$ cat src/rtl/key_led_pkg.sv
// Shared types and constants for the key-to-LED controller.
package key_led_pkg;

    // LED display modes, encoded to match the 2-bit mode input.
    typedef enum logic [1:0] {
        MODE_DIRECT,
        MODE_TOGGLE,
        MODE_COUNT,
        MODE_DEMORGAN
    } mode_t;

    // Synchroniser depth for the asynchronous key inputs.
    localparam int unsigned SYNC_STAGES = 2;

endpackage

$ cat src/rtl/key_debounce.sv
// One key channel: two-flop synchroniser, debounce counter, stable level and press pulse.
module key_debounce
    import key_led_pkg::*;
#(
    parameter int unsigned DEBOUNCE = 4
) (
    input  logic clk,
    input  logic rst_n,
    input  logic key_i,
    output logic stable_o,
    output logic press_next_o,
    output logic press_o
);

    localparam int unsigned CntW = $clog2(DEBOUNCE + 1);
    localparam logic [CntW-1:0] CntMax = CntW'(DEBOUNCE - 1);

    logic [SYNC_STAGES-1:0] sync_q;
    logic                   synced;
    logic [CntW-1:0]        cnt_q, cnt_d;
    logic                   stable_q, stable_d;
    logic                   stable_dly_q;
    logic                   press_q, press_d;

    assign synced = sync_q[SYNC_STAGES-1];

    // Accept a new level only after it has differed from stable for DEBOUNCE edges.
    always_comb begin
        cnt_d    = cnt_q;
        stable_d = stable_q;
        if (synced == stable_q) begin
            cnt_d = '0;
        end else if (cnt_q == CntMax) begin
            stable_d = synced;
            cnt_d    = '0;
        end else begin
            cnt_d = cnt_q + 1'b1;
        end
    end

    // Pulse on the edge after stable rises; stable_dly_q remembers the previous stable level.
    assign press_d = stable_q & ~stable_dly_q;

    // Synchroniser, debounce state and press pulse registers.
    always_ff @(posedge clk or negedge rst_n) begin
        if (!rst_n) begin
            sync_q       <= '0;
            cnt_q        <= '0;
            stable_q     <= 1'b0;
            stable_dly_q <= 1'b0;
            press_q      <= 1'b0;
        end else begin
            sync_q       <= {sync_q[SYNC_STAGES-2:0], key_i};
            cnt_q        <= cnt_d;
            stable_q     <= stable_d;
            stable_dly_q <= stable_q;
            press_q      <= press_d;
        end
    end

    assign stable_o     = stable_q;
    assign press_next_o = press_d;
    assign press_o      = press_q;

endmodule

$ cat src/rtl/key_led_ctrl.sv
// Key-to-LED controller: per-key debounce, toggle bits, press counter and mode-selected LED bank.
module key_led_ctrl
    import key_led_pkg::*;
#(
    parameter int unsigned w_key    = 4,
    parameter int unsigned w_led    = 8,
    parameter int unsigned DEBOUNCE = 4
) (
    input  logic             clk,
    input  logic             rst_n,
    input  logic [w_key-1:0] key,
    input  logic [1:0]       mode,
    output logic [w_led-1:0] led,
    output logic [w_key-1:0] key_press
);

    logic [w_key-1:0] stable;
    logic [w_key-1:0] press_next;
    logic [w_key-1:0] toggle_q, toggle_d;
    logic [w_led-1:0] count_q, count_d;
    logic [w_led-1:0] led_q, led_d;
    mode_t            mode_s;

    assign mode_s = mode_t'(mode);

    for (genvar i = 0; i < w_key; i++) begin : g_key
        key_debounce #(
            .DEBOUNCE (DEBOUNCE)
        ) u_key_debounce (
            .clk          (clk),
            .rst_n        (rst_n),
            .key_i        (key[i]),
            .stable_o     (stable[i]),
            .press_next_o (press_next[i]),
            .press_o      (key_press[i])
        );
    end

    // Toggle and count advance from the pulses being registered this edge, so the LEDs
    // update on the same edge as key_press.
    always_comb begin
        toggle_d = toggle_q ^ press_next;
        count_d  = count_q;
        for (int i = 0; i < w_key; i++) begin
            count_d = count_d + w_led'(press_next[i]);
        end
    end

    // Mode-selected LED pattern; stable is what the press-edge register will hold next.
    always_comb begin
        led_d = '0;
        unique case (mode_s)
            MODE_DIRECT: led_d[w_key-1:0] = stable;
            MODE_TOGGLE: led_d[w_key-1:0] = toggle_d;
            MODE_COUNT:  led_d            = count_d;
            MODE_DEMORGAN: begin
                led_d[0] = ~&stable;
                led_d[1] = |(~stable);
                led_d[2] = ~|stable;
                led_d[3] = &(~stable);
            end
            default: led_d = '0;
        endcase
    end

    // Toggle bits, press count and LED register.
    always_ff @(posedge clk or negedge rst_n) begin
        if (!rst_n) begin
            toggle_q <= '0;
            count_q  <= '0;
            led_q    <= '0;
        end else begin
            toggle_q <= toggle_d;
            count_q  <= count_d;
            led_q    <= led_d;
        end
    end

    assign led = led_q;

endmodule
$ cat config.mk
export PLATFORM = sky130hd
export DESIGN_NAME = key_led_ctrl
export DESIGN_NICKNAME = d
export VERILOG_FILES = /design/src/rtl/key_led_pkg.sv /design/src/rtl/key_debounce.sv /design/src/rtl/key_led_ctrl.sv
export SDC_FILE = /design/constraint.sdc
export NUM_CORES = 1
export LEC_CHECK = 0
export CAP_MARGIN = 15
export CORE_MARGIN = 5
export CORE_UTILIZATION = 55
export DETAILED_ROUTE_END_ITERATION = 8
export PLACE_DENSITY = 0.77
export SLEW_MARGIN = 30
export SYNTH_ARGS = -nofsm -noshare
export SYNTH_HDL_FRONTEND = slang
export SYNTH_HIERARCHICAL = 1
export SYNTH_SLANG_ARGS = --single-unit
$ cat constraint.sdc
create_clock -name clk -period 3 [get_ports clk]
set_clock_uncertainty 0.15 [all_clocks]
set_input_delay 0.45 -clock clk [delete_from_list [all_inputs] [get_ports clk]]
set_output_delay 0.45 -clock clk [all_outputs]
set_load 0.005 [all_outputs]
# ---- Yosys cells after proc, flatten, opt, wreduce, memory -nomap -nowiden
# Index checks and enable logic that the tools add are counted.
dict set report classes {
  add_sub_neg 8
  eq_ne 11
  n_mux 10
  bitwise 14
  n_reduce_logical 11
}
# op count
set ops {}
lappend ops {{8-bit by 1-bit adder with 8-bit output} 4}
lappend ops {{3-bit two-way mux} 8}
lappend ops {{4-bit case mux with 4 select lines} 1}
lappend ops {{3-bit by 1-bit adder with 3-bit output, second input constant} 4}
lappend ops {{3-bit by 2-bit == test with 1-bit output, second input constant} 4}
lappend ops {{1-bit NOT} 8}
lappend ops {{2-bit AND reduction} 4}
lappend ops {{4-bit AND reduction} 2}
lappend ops {{4-bit OR reduction} 2}
lappend ops {{1-bit bitwise AND} 4}
lappend ops {{1-bit == test} 4}
lappend ops {{2-bit == test, second input constant} 2}
lappend ops {{4-bit two-way mux} 1}
lappend ops {{4-bit NOT} 1}
lappend ops {{4-bit XOR} 1}
lappend ops {{2-bit by 1-bit == test with 1-bit output, second input constant} 1}
lappend ops {{1-bit zero test} 2}
lappend ops {{2-bit zero test} 1}
dict set report totals {
  reg_bits 52
  inputBits 8
  out_inout_bits 12
  wordCells 77
}

# ---- Longest topological paths before layout
# Gate-level depths: netlist of the first run.
dict set report depth {
  word_depth 7
  depth_mapped 10
}

# ---- Cells and area by module
# The synthesis of the first run kept the hierarchy.
# mod instances cells_each area_each_um2
set by_module_without_submodules {}
lappend by_module_without_submodules {key_debounce 4 16 277.8}
lappend by_module_without_submodules {key_led_ctrl 1 70 903.4}

# ---- Worst setup path before layout of the first run
# OpenSTA, ideal clock, no wires.
dict set report synth_timing {
  path_type {register to register}
  from {register g_key[1].u_key_debounce.stable_q}
  to {register led_q[2], in the netlist led[2]}
  setup_ns 0.138
  arrival_time_ns 2.426
  slack_ns 0.286
  path_stages_with_launch 9
  path_buffers 0
  period_less_slack_ns 2.714
  cell_sequence {dfrtp_1 -> nor2b_1 -> fa_1 -> inv_1 -> fa_1 -> inv_1 -> fa_1 -> xor2_1 -> mux4_2}
}
dict set report synth_between {
  elab_chain_cells 5
  word_cells_on_any_way 7
}
# item line
set synth_lines {}
lappend synth_lines {{start: declaration} key_debounce.sv:21} ;# logic stable_q, stable_d;
lappend synth_lines {{start signal: assignment} key_debounce.sv:55} ;# stable_q <= stable_d;
lappend synth_lines {{1-bit bitwise AND} key_debounce.sv:42} ;# assign press_d = stable_q & ~stable_dly_q;
lappend synth_lines {{net press_next[1]} key_led_ctrl.sv:18} ;# logic [w_key-1:0] press_next;
lappend synth_lines {{8-bit by 1-bit adder with 8-bit output (3 in series)} key_led_ctrl.sv:45} ;# count_d = count_d + w_led'(press_next[i]);
lappend synth_lines {{net count_d[2]} key_led_ctrl.sv:20} ;# logic [w_led-1:0] count_q, count_d;
lappend synth_lines {{4-bit case mux with 4 select lines} key_led_ctrl.sv:52} ;# unique case (mode_s)
lappend synth_lines {{net led_d[2]} key_led_ctrl.sv:21} ;# logic [w_led-1:0] led_q, led_d;
lappend synth_lines {{end signal: assignment} key_led_ctrl.sv:75} ;# led_q <= led_d;
lappend synth_lines {{end: declaration} key_led_ctrl.sv:21}
# The timed path passes the listed nets, and every way through them passes these cells.
# A chain may end at the register's enable or synchronous reset.

# ---- Final worst setup path of the first run
dict set report layout_timing {
  from {register g_key[3].u_key_debounce.stable_q}
  to {register led_q[2], in the netlist led[2]}
}
dict set report layout_between {
  elab_chain_cells 3
  word_cells_on_any_way 5
}
# item line
set layout_lines {}
lappend layout_lines {{start: declaration} key_debounce.sv:21}
lappend layout_lines {{start signal: assignment} key_debounce.sv:55}
lappend layout_lines {{1-bit bitwise AND} key_debounce.sv:42}
lappend layout_lines {{net press_next[3]} key_led_ctrl.sv:18}
lappend layout_lines {{8-bit by 1-bit adder with 8-bit output} key_led_ctrl.sv:45}
lappend layout_lines {{net count_d[2]} key_led_ctrl.sv:20}
lappend layout_lines {{4-bit case mux with 4 select lines} key_led_ctrl.sv:52}
lappend layout_lines {{net led_d[2]} key_led_ctrl.sv:21}
# The timed path passes the listed nets, and every way through them passes these cells.

==> impl_metrics.csv, run 1 <==
group,metric,value,unit
sta,rsz0062_at_grt,"no",
clock_network,postCtsHoldBufs,1,
logic_synthesis,synth_edf_count,0,
cells_and_area,mostFrequentLayoutCells,"52 x dfrtp_1, 18 x clkdlybuf4s50_1, 7 x inv_1, 7 x xnor2_1",
worst_setup_path,cp_max_fo,7,
drt,vias,1080,
worst_setup_path,required,3.03,ns
logic_synthesis,yosys-top-cells-area,"dfrtp_1 65%, ha_1 3.1%, xnor2_1 3.0%",
clock_network,clock_path_buffers,2,
clock_network,clockRootBuffer,"clkbuf_8",
drt,dr.pass1.iters,3,
floorplan,dieWidth,70.52,um
drt,routed_wirelength,3066,um
logic_synthesis,synth_area,2014,um^2
logic_synthesis,synth_top_area_share,64.60,%
grt,antenna_found_initial,0,
cells_and_area,antenna_cells,0,
grt,grt.overflow.total,0,
sta,maxSlewViolCount,0,
power,power.total,0.002437,W
cells_and_area,fillers,270,
clock_network,cts_tree,"done",
logic_synthesis,async_flop_share,100.0,%
power,power_leakage,1.097,nW
power,p_int,0.001670,W
clock_network,post_cts_buffers,0,
logic_synthesis,syn_inst,134,
power,combPwrFrac,36.6,%
grt,grt_max_degree,28,
drt,drt_iter0_drc,50,
floorplan,num_io_pins,20,
grt,grt_use_total,14.51,%
floorplan,core_area,3606,um^2
cells_and_area,drive_gt1_share,17.68,%
sta,finalHoldViolCount,0,
worst_setup_path,worstSetupStartpointType,"flop",
run,maxCapViolCount,0,
drt,ant_nets,0,
worst_setup_path,endpoint_kind,"flop",
drt,viasPerCell,5.094,
worst_setup_path,rrSetupSlack,0.20,ns
sta,setup_viol,0,
floorplan,start_util,55.86,%
place,place_congestion,0.8251,
sta,max_freq,0.3567,GHz
sta,slew_headroom,62.96,%
logic_synthesis,yosys_warnings,6,
floorplan,rows,22,
drt,drcViolationCount,0,
clock_network,cts_made_buffers,5,
cells_and_area,fin_util,66.59,%
place,hpwl,2290,um
cells_and_area,layout.nets,179,
drt,wl_per_cell,14.46,um
logic_synthesis,synth_fp_nets,150,
floorplan,die_h,70.52,um
clock_network,path_clk_slew,0.09,ns
sta,tightest_slew,0.5556,ns
sta,tns,0,ns
logic_synthesis,synth-seq-cells,52,
sta,period_needed,2.804,ns
power,clockPowerShare,19.1,%
power,sequentialPowerShare,44.3,%
run_status,outcome,"completed",
power,ir_drop,0.0004518,V
grt,grt_pass1_vias,1134,
place,placement.io_buffers,19,
grt,grt_pass1_wl,5347,um
floorplan,dieArea,4973,um^2
logic_synthesis,ys_types,31,
worst_setup_path,worst_ep_arrival_time,2.84,ns
logic_synthesis,syn-mean-instance-area,15.03,um^2
clock_network,insertion_delay,0.30,ns
power,power_switching,0.0007669,W
logic_synthesis,yosys.area.top_type,"dfrtp_1",
power,power.density,1015,nW/um^2
sta,fin_crit_sh,93.45,%
clock_network,cts_htree_levels,2,
clock_network,clock-sinks,52,
cells_and_area,syn_to_final_growth,19.19,%
logic_synthesis,synth_flop_cell,"dfrtp_1",
cells_and_area,final_common_cell,"dfrtp_1",
power,power.share.switching,31.47,%
worst_setup_path,setup.worst_path.class,"reg2reg",
logic_synthesis,seq_area_frac_synth,64.60,%
min_path,holdCritPathClass,"reg2reg",
clock_network,ctsResizeCount,0,
[worst max-delay path: stages, from the launching register on]
cell and delay [ns]:
dfrtp_1 0.46, nor2b_1 0.24, fa_1 0.44, inv_1 0.08, fa_1 0.22, inv_1 0.07, fa_1 0.39, xor2_1 0.19
mux4_2 0.45
[path summary, 6_finish.rpt]
check                      cells after the start                         startpoint                                    to
min                                            0  g_key[3].u_key_debounce/sync_q[0]     g_key[3].u_key_debounce/sync_q[1]
max in group asynchronous                      3                              rst_n  g_key[3].u_key_debounce/stable_dly_q
max reg2reg                                    8   g_key[3].u_key_debounce/stable_o                                led[2]
min reg2reg                                    0  g_key[3].u_key_debounce/sync_q[0]     g_key[3].u_key_debounce/sync_q[1]
min in group asynchronous                      2                              rst_n      g_key[0].u_key_debounce/cnt_q[0]
max                                            8   g_key[3].u_key_debounce/stable_o                                led[2]
[per-stage QoR]
| step | worst slack, ns | hold slack (ns) | instances | area [um^2] |
|---|---|---|---|---|
| after floorplan | 0.2859 | 0.004409 | 134 | 2014 |
| after global placement | 0.2788 | 0.1842 | 203 | 2280 |
| after detailed placement | 0.2108 | 0.1903 | 203 | 2280 |
| after CTS | 0.1937 | 0.2047 | 212 | 2401 |
| after global routing | 0.05250 | 0.2033 | 212 | 2401 |
| final | 0.1964 | 0.2023 | 212 | 2401 |
[state kept, by name (all words and copies together) (netlist names)]
name and count:
g_key.u_key_debounce/stable_o 4, g_key.u_key_debounce/cnt_q 12, toggle_q 4, g_key.u_key_debounce/sync_q 8, g_key.u_key_debounce/stable_dly_q 4, g_key.u_key_debounce/press_o 4, count_q 8, led 8
[power by group through the flow]
stage / clock (W) / sequential (W) / combinational, W
6_report: 0.000467 / 0.00108 / 0.000891
5_1_grt: 0.000506 / 0.00111 / 0.00101
4_1_cts: 0.000476 / 0.00108 / 0.000906
3_5_place_dp: 0 / 0.00109 / 0.000896
3_3_place_gp: 0 / 0.00108 / 0.000849
2_1_floorplan: 0 / 0.00109 / 0.000561
[synth_stat cells, types with 2 or more instances]
| cell type | count |
|---|---|
| and2b_1 | 2 |
| buf_2 | 2 |
| dfrtp_1 | 52 |
| fa_1 | 3 |
| ha_1 | 5 |
| inv_1 | 7 |
| mux2_2 | 4 |
| nand2_1 | 2 |
| nand3_1 | 3 |
| nor2b_1 | 6 |
| nor2b_4 | 4 |
| nor3_1 | 4 |
| nor3b_1 | 4 |
| nor3b_2 | 4 |
| o21ai_0 | 3 |
| o21ai_1 | 2 |
| o32a_1 | 2 |
| xnor2_1 | 7 |
| xor2_1 | 6 |
[cell type report]
cell class / instances / area, um^2 / area share, %
clock buffers: 5 / 68.82 / 2.866
clock inverters: 3 / 42.54 / 1.772
inverters: 7 / 26.28 / 1.094
multi-input cells: 73 / 676.9 / 28.19
flip-flops and latches: 52 / 1301 / 54.20
well taps: 48 / 60.06 / 2.501
repair buffers: 24 / 225.2 / 9.380
[layer usage]
| layer | global-route usage (%) | share of wire [%] | vias up |
|---|---|---|---|
| met2 | 23.28 | 51 | 18 |
| met3 | 6.043 | 4.7 | 7 |
| met1 | 17.10 | 42 | 549 |
| met4 | 6.383 | 2.0 | 0 |
| li1 | - | - | 506 |
| met5 | 0 | 0 | - |
[cell families after synthesis]
logic type               count (synthesis)  share of synthesized area [%]
AND/OR/NAND/NOR                         35                          13.35
XOR/XNOR                                14                          6.460
multiplexers                             6                          3.851
buffers and inverters                    9                          1.802
adder cells (fa/ha/maj)                  8                          6.087
AO/OA/AOI/OAI                           10                          3.851
flip-flops                              52                          64.60
Power figures use the tool's default switching activity.
==> run 2, diff against run 1 <==
--- a/config.mk
+++ b/config.mk
@@ -6,10 +6,11 @@
 export NUM_CORES = 1
 export LEC_CHECK = 0
 export CAP_MARGIN = 15
-export CORE_MARGIN = 5
-export CORE_UTILIZATION = 55
+export CORE_ASPECT_RATIO = 1.1
+export CORE_MARGIN = 4
+export CORE_UTILIZATION = 50
 export DETAILED_ROUTE_END_ITERATION = 8
-export PLACE_DENSITY = 0.77
+export PLACE_DENSITY = 0.71
 export SLEW_MARGIN = 30
 export SYNTH_ARGS = -nofsm -noshare
 export SYNTH_HDL_FRONTEND = slang
==> run 2 against run 1 <==
Effect of this change: routed wire length is 2.0% higher; setup slack lost 0.052 ns; cell count unchanged; clock power shrank 15%; sequential share of layout area up 0.72 points; die area up 2.7%; sequential power about the same; first-iteration DRC count shrank 10%.
==> impl_metrics.csv, run 2 (same netlist as run 1, synthesis figures left out) <==
group,metric,value,unit
drt,vias,1075,
place,place_inst,204,
sta,tns,0,ns
clock_network,clockRootBuffer,"clkbuf_8",
sta,maxSlewViolCount,0,
drt,drt_iter0_drc,45,
cells_and_area,largest_register_ffs,12,
sta,tightest_slew,0.6337,ns
drt,wl_per_cell,14.75,um
cells_and_area,fin_area,2370,um^2
sta,period_needed,2.855,ns
worst_setup_path,worstSetupStartpointType,"flop",
cells_and_area,final_common_cell,"dfrtp_1",
floorplan,rows,23,
cells_and_area,antenna_cells,0,
sta,max_freq,0.3502,GHz
sta,setup_viol,0,
clock_network,cts_made_buffers,5,
worst_setup_path,required,3.03,ns
floorplan,core_area,3770,um^2
cells_and_area,fillers,291,
worst_setup_path,rrSetupSlack,0.14,ns
drt,routed_wirelength,3128,um
place,hpwl,2222,um
min_path,holdCritPathClass,"in2async",
cells_and_area,layout.nets,177,
place,place_congestion,0.7694,
place,postPlaceCellArea,2277,um^2
drt,dr.pass1.iters,4,
run_status,outcome,"completed",
grt,antenna_found_initial,0,
sta,fin_crit_sh,95.18,%
cells_and_area,stdcell_count,212,
clock_network,path_clk_slew,0.09,ns
cells_and_area,drive_gt1_share,17.28,%
sta,rsz0062_at_grt,"no",
grt,grt_use_total,15.29,%
worst_setup_path,cp_max_fo,7,
power,power_leakage,1.086,nW
drt,ant_nets,0,
run,maxCapViolCount,0,
grt,grt_pass1_wl,5547,um
floorplan,die_h,74.57,um
power,power.density,994.9,nW/um^2
drt,viasPerCell,5.071,
clock_network,cts_htree_levels,2,
grt,grt_max_degree,53,
cells_and_area,top_register,"g_key.u_key_debounce/cnt_q",
worst_setup_path,worst_ep_arrival_time,2.88,ns
cells_and_area,mostFrequentLayoutCells,"52 x dfrtp_1, 18 x clkdlybuf4s50_1, 7 x inv_1, 7 x xnor2_1",
sta,slew_headroom,57.75,%
floorplan,dieArea,5110,um^2
floorplan,start_util,53.44,%
clock_network,insertion_delay,0.30,ns
worst_setup_path,endpoint_kind,"flop",
drt,drcViolationCount,0,
clock_network,clock_path_buffers,2,
cells_and_area,syn_to_final_growth,17.64,%
sta,finalHoldViolCount,0,
clock_network,postCtsHoldBufs,0,
floorplan,dieWidth,68.52,um
cells_and_area,fin_util,62.86,%
worst_setup_path,setup.worst_path.class,"reg2reg",
clock_network,ctsResizeCount,0,
clock_network,post_cts_buffers,0,
floorplan,num_io_pins,20,
clock_network,cts_tree,"done",
clock_network,clock-sinks,52,
grt,grt_pass1_vias,1180,
place,placement.io_buffers,19,
grt,grt.overflow.total,0,
power,ir_drop,0.0003959,V
run 2: final timing paths:
path,start,endpoint,cells after the start
min reg2reg,g_key[0].u_key_debounce/sync_q[0],g_key[0].u_key_debounce/sync_q[1],0
max,g_key[3].u_key_debounce/stable_o,led[2],8
max in group asynchronous,rst_n,g_key[2].u_key_debounce/cnt_q[2],1
max reg2reg,g_key[3].u_key_debounce/stable_o,led[2],8
min in group clk,g_key[0].u_key_debounce/sync_q[0],g_key[0].u_key_debounce/sync_q[1],0
min,rst_n,g_key[0].u_key_debounce/sync_q[0],1
run 2: through the flow:
stage	hold slack [ns]	power, W	worst slack (ns)
after global placement	0.1823	0.001922	0.2399
after detailed placement	0.1847	0.001985	0.1356
final	0.01134	0.002358	0.1445
after global routing	0.05794	0.002553	0.04895
after CTS	0.02893	0.002394	0.1281
after floorplan	0.004409	0.001647	0.2859
run 2: cell type report:
cell class	count	area, um^2	area share (%)
flip-flops and latches	52	1301	54.91
well taps	50	62.56	2.640
multi-input cells	73	676.9	28.56
repair buffers	22	210.2	8.870
inverters	7	26.28	1.109
clock inverters	2	10.01	0.4224
clock buffers	6	82.58	3.485
run 2: metal layers:
| metal | wire length [um] | track usage [%] | up-vias |
|---|---|---|---|
| met5 | 0 | 0 | - |
| met4 | 72 | 7.947 | 0 |
| met3 | 141 | 4.532 | 5 |
| met2 | 1553 | 23.12 | 25 |
| met1 | 1362 | 19.88 | 547 |
| li1 | - | - | 498 |
run 2: worst max-delay path, stage by stage (launching register included):
cell	delay, ns
dfrtp_1	0.47
nor2b_1	0.29
fa_1	0.46
inv_1	0.07
fa_1	0.20
inv_1	0.06
fa_1	0.39
xor2_1	0.19
mux4_2	0.46
run 2: power breakdown:
part	switching (W)	total (W)	internal (W)	leakage, nW
registers	0.000132	0.00108	0.000947	0.648
logic	0.000409	0.000882	0.000473	0.387
clock network	0.000212	0.000396	0.000184	0.0510
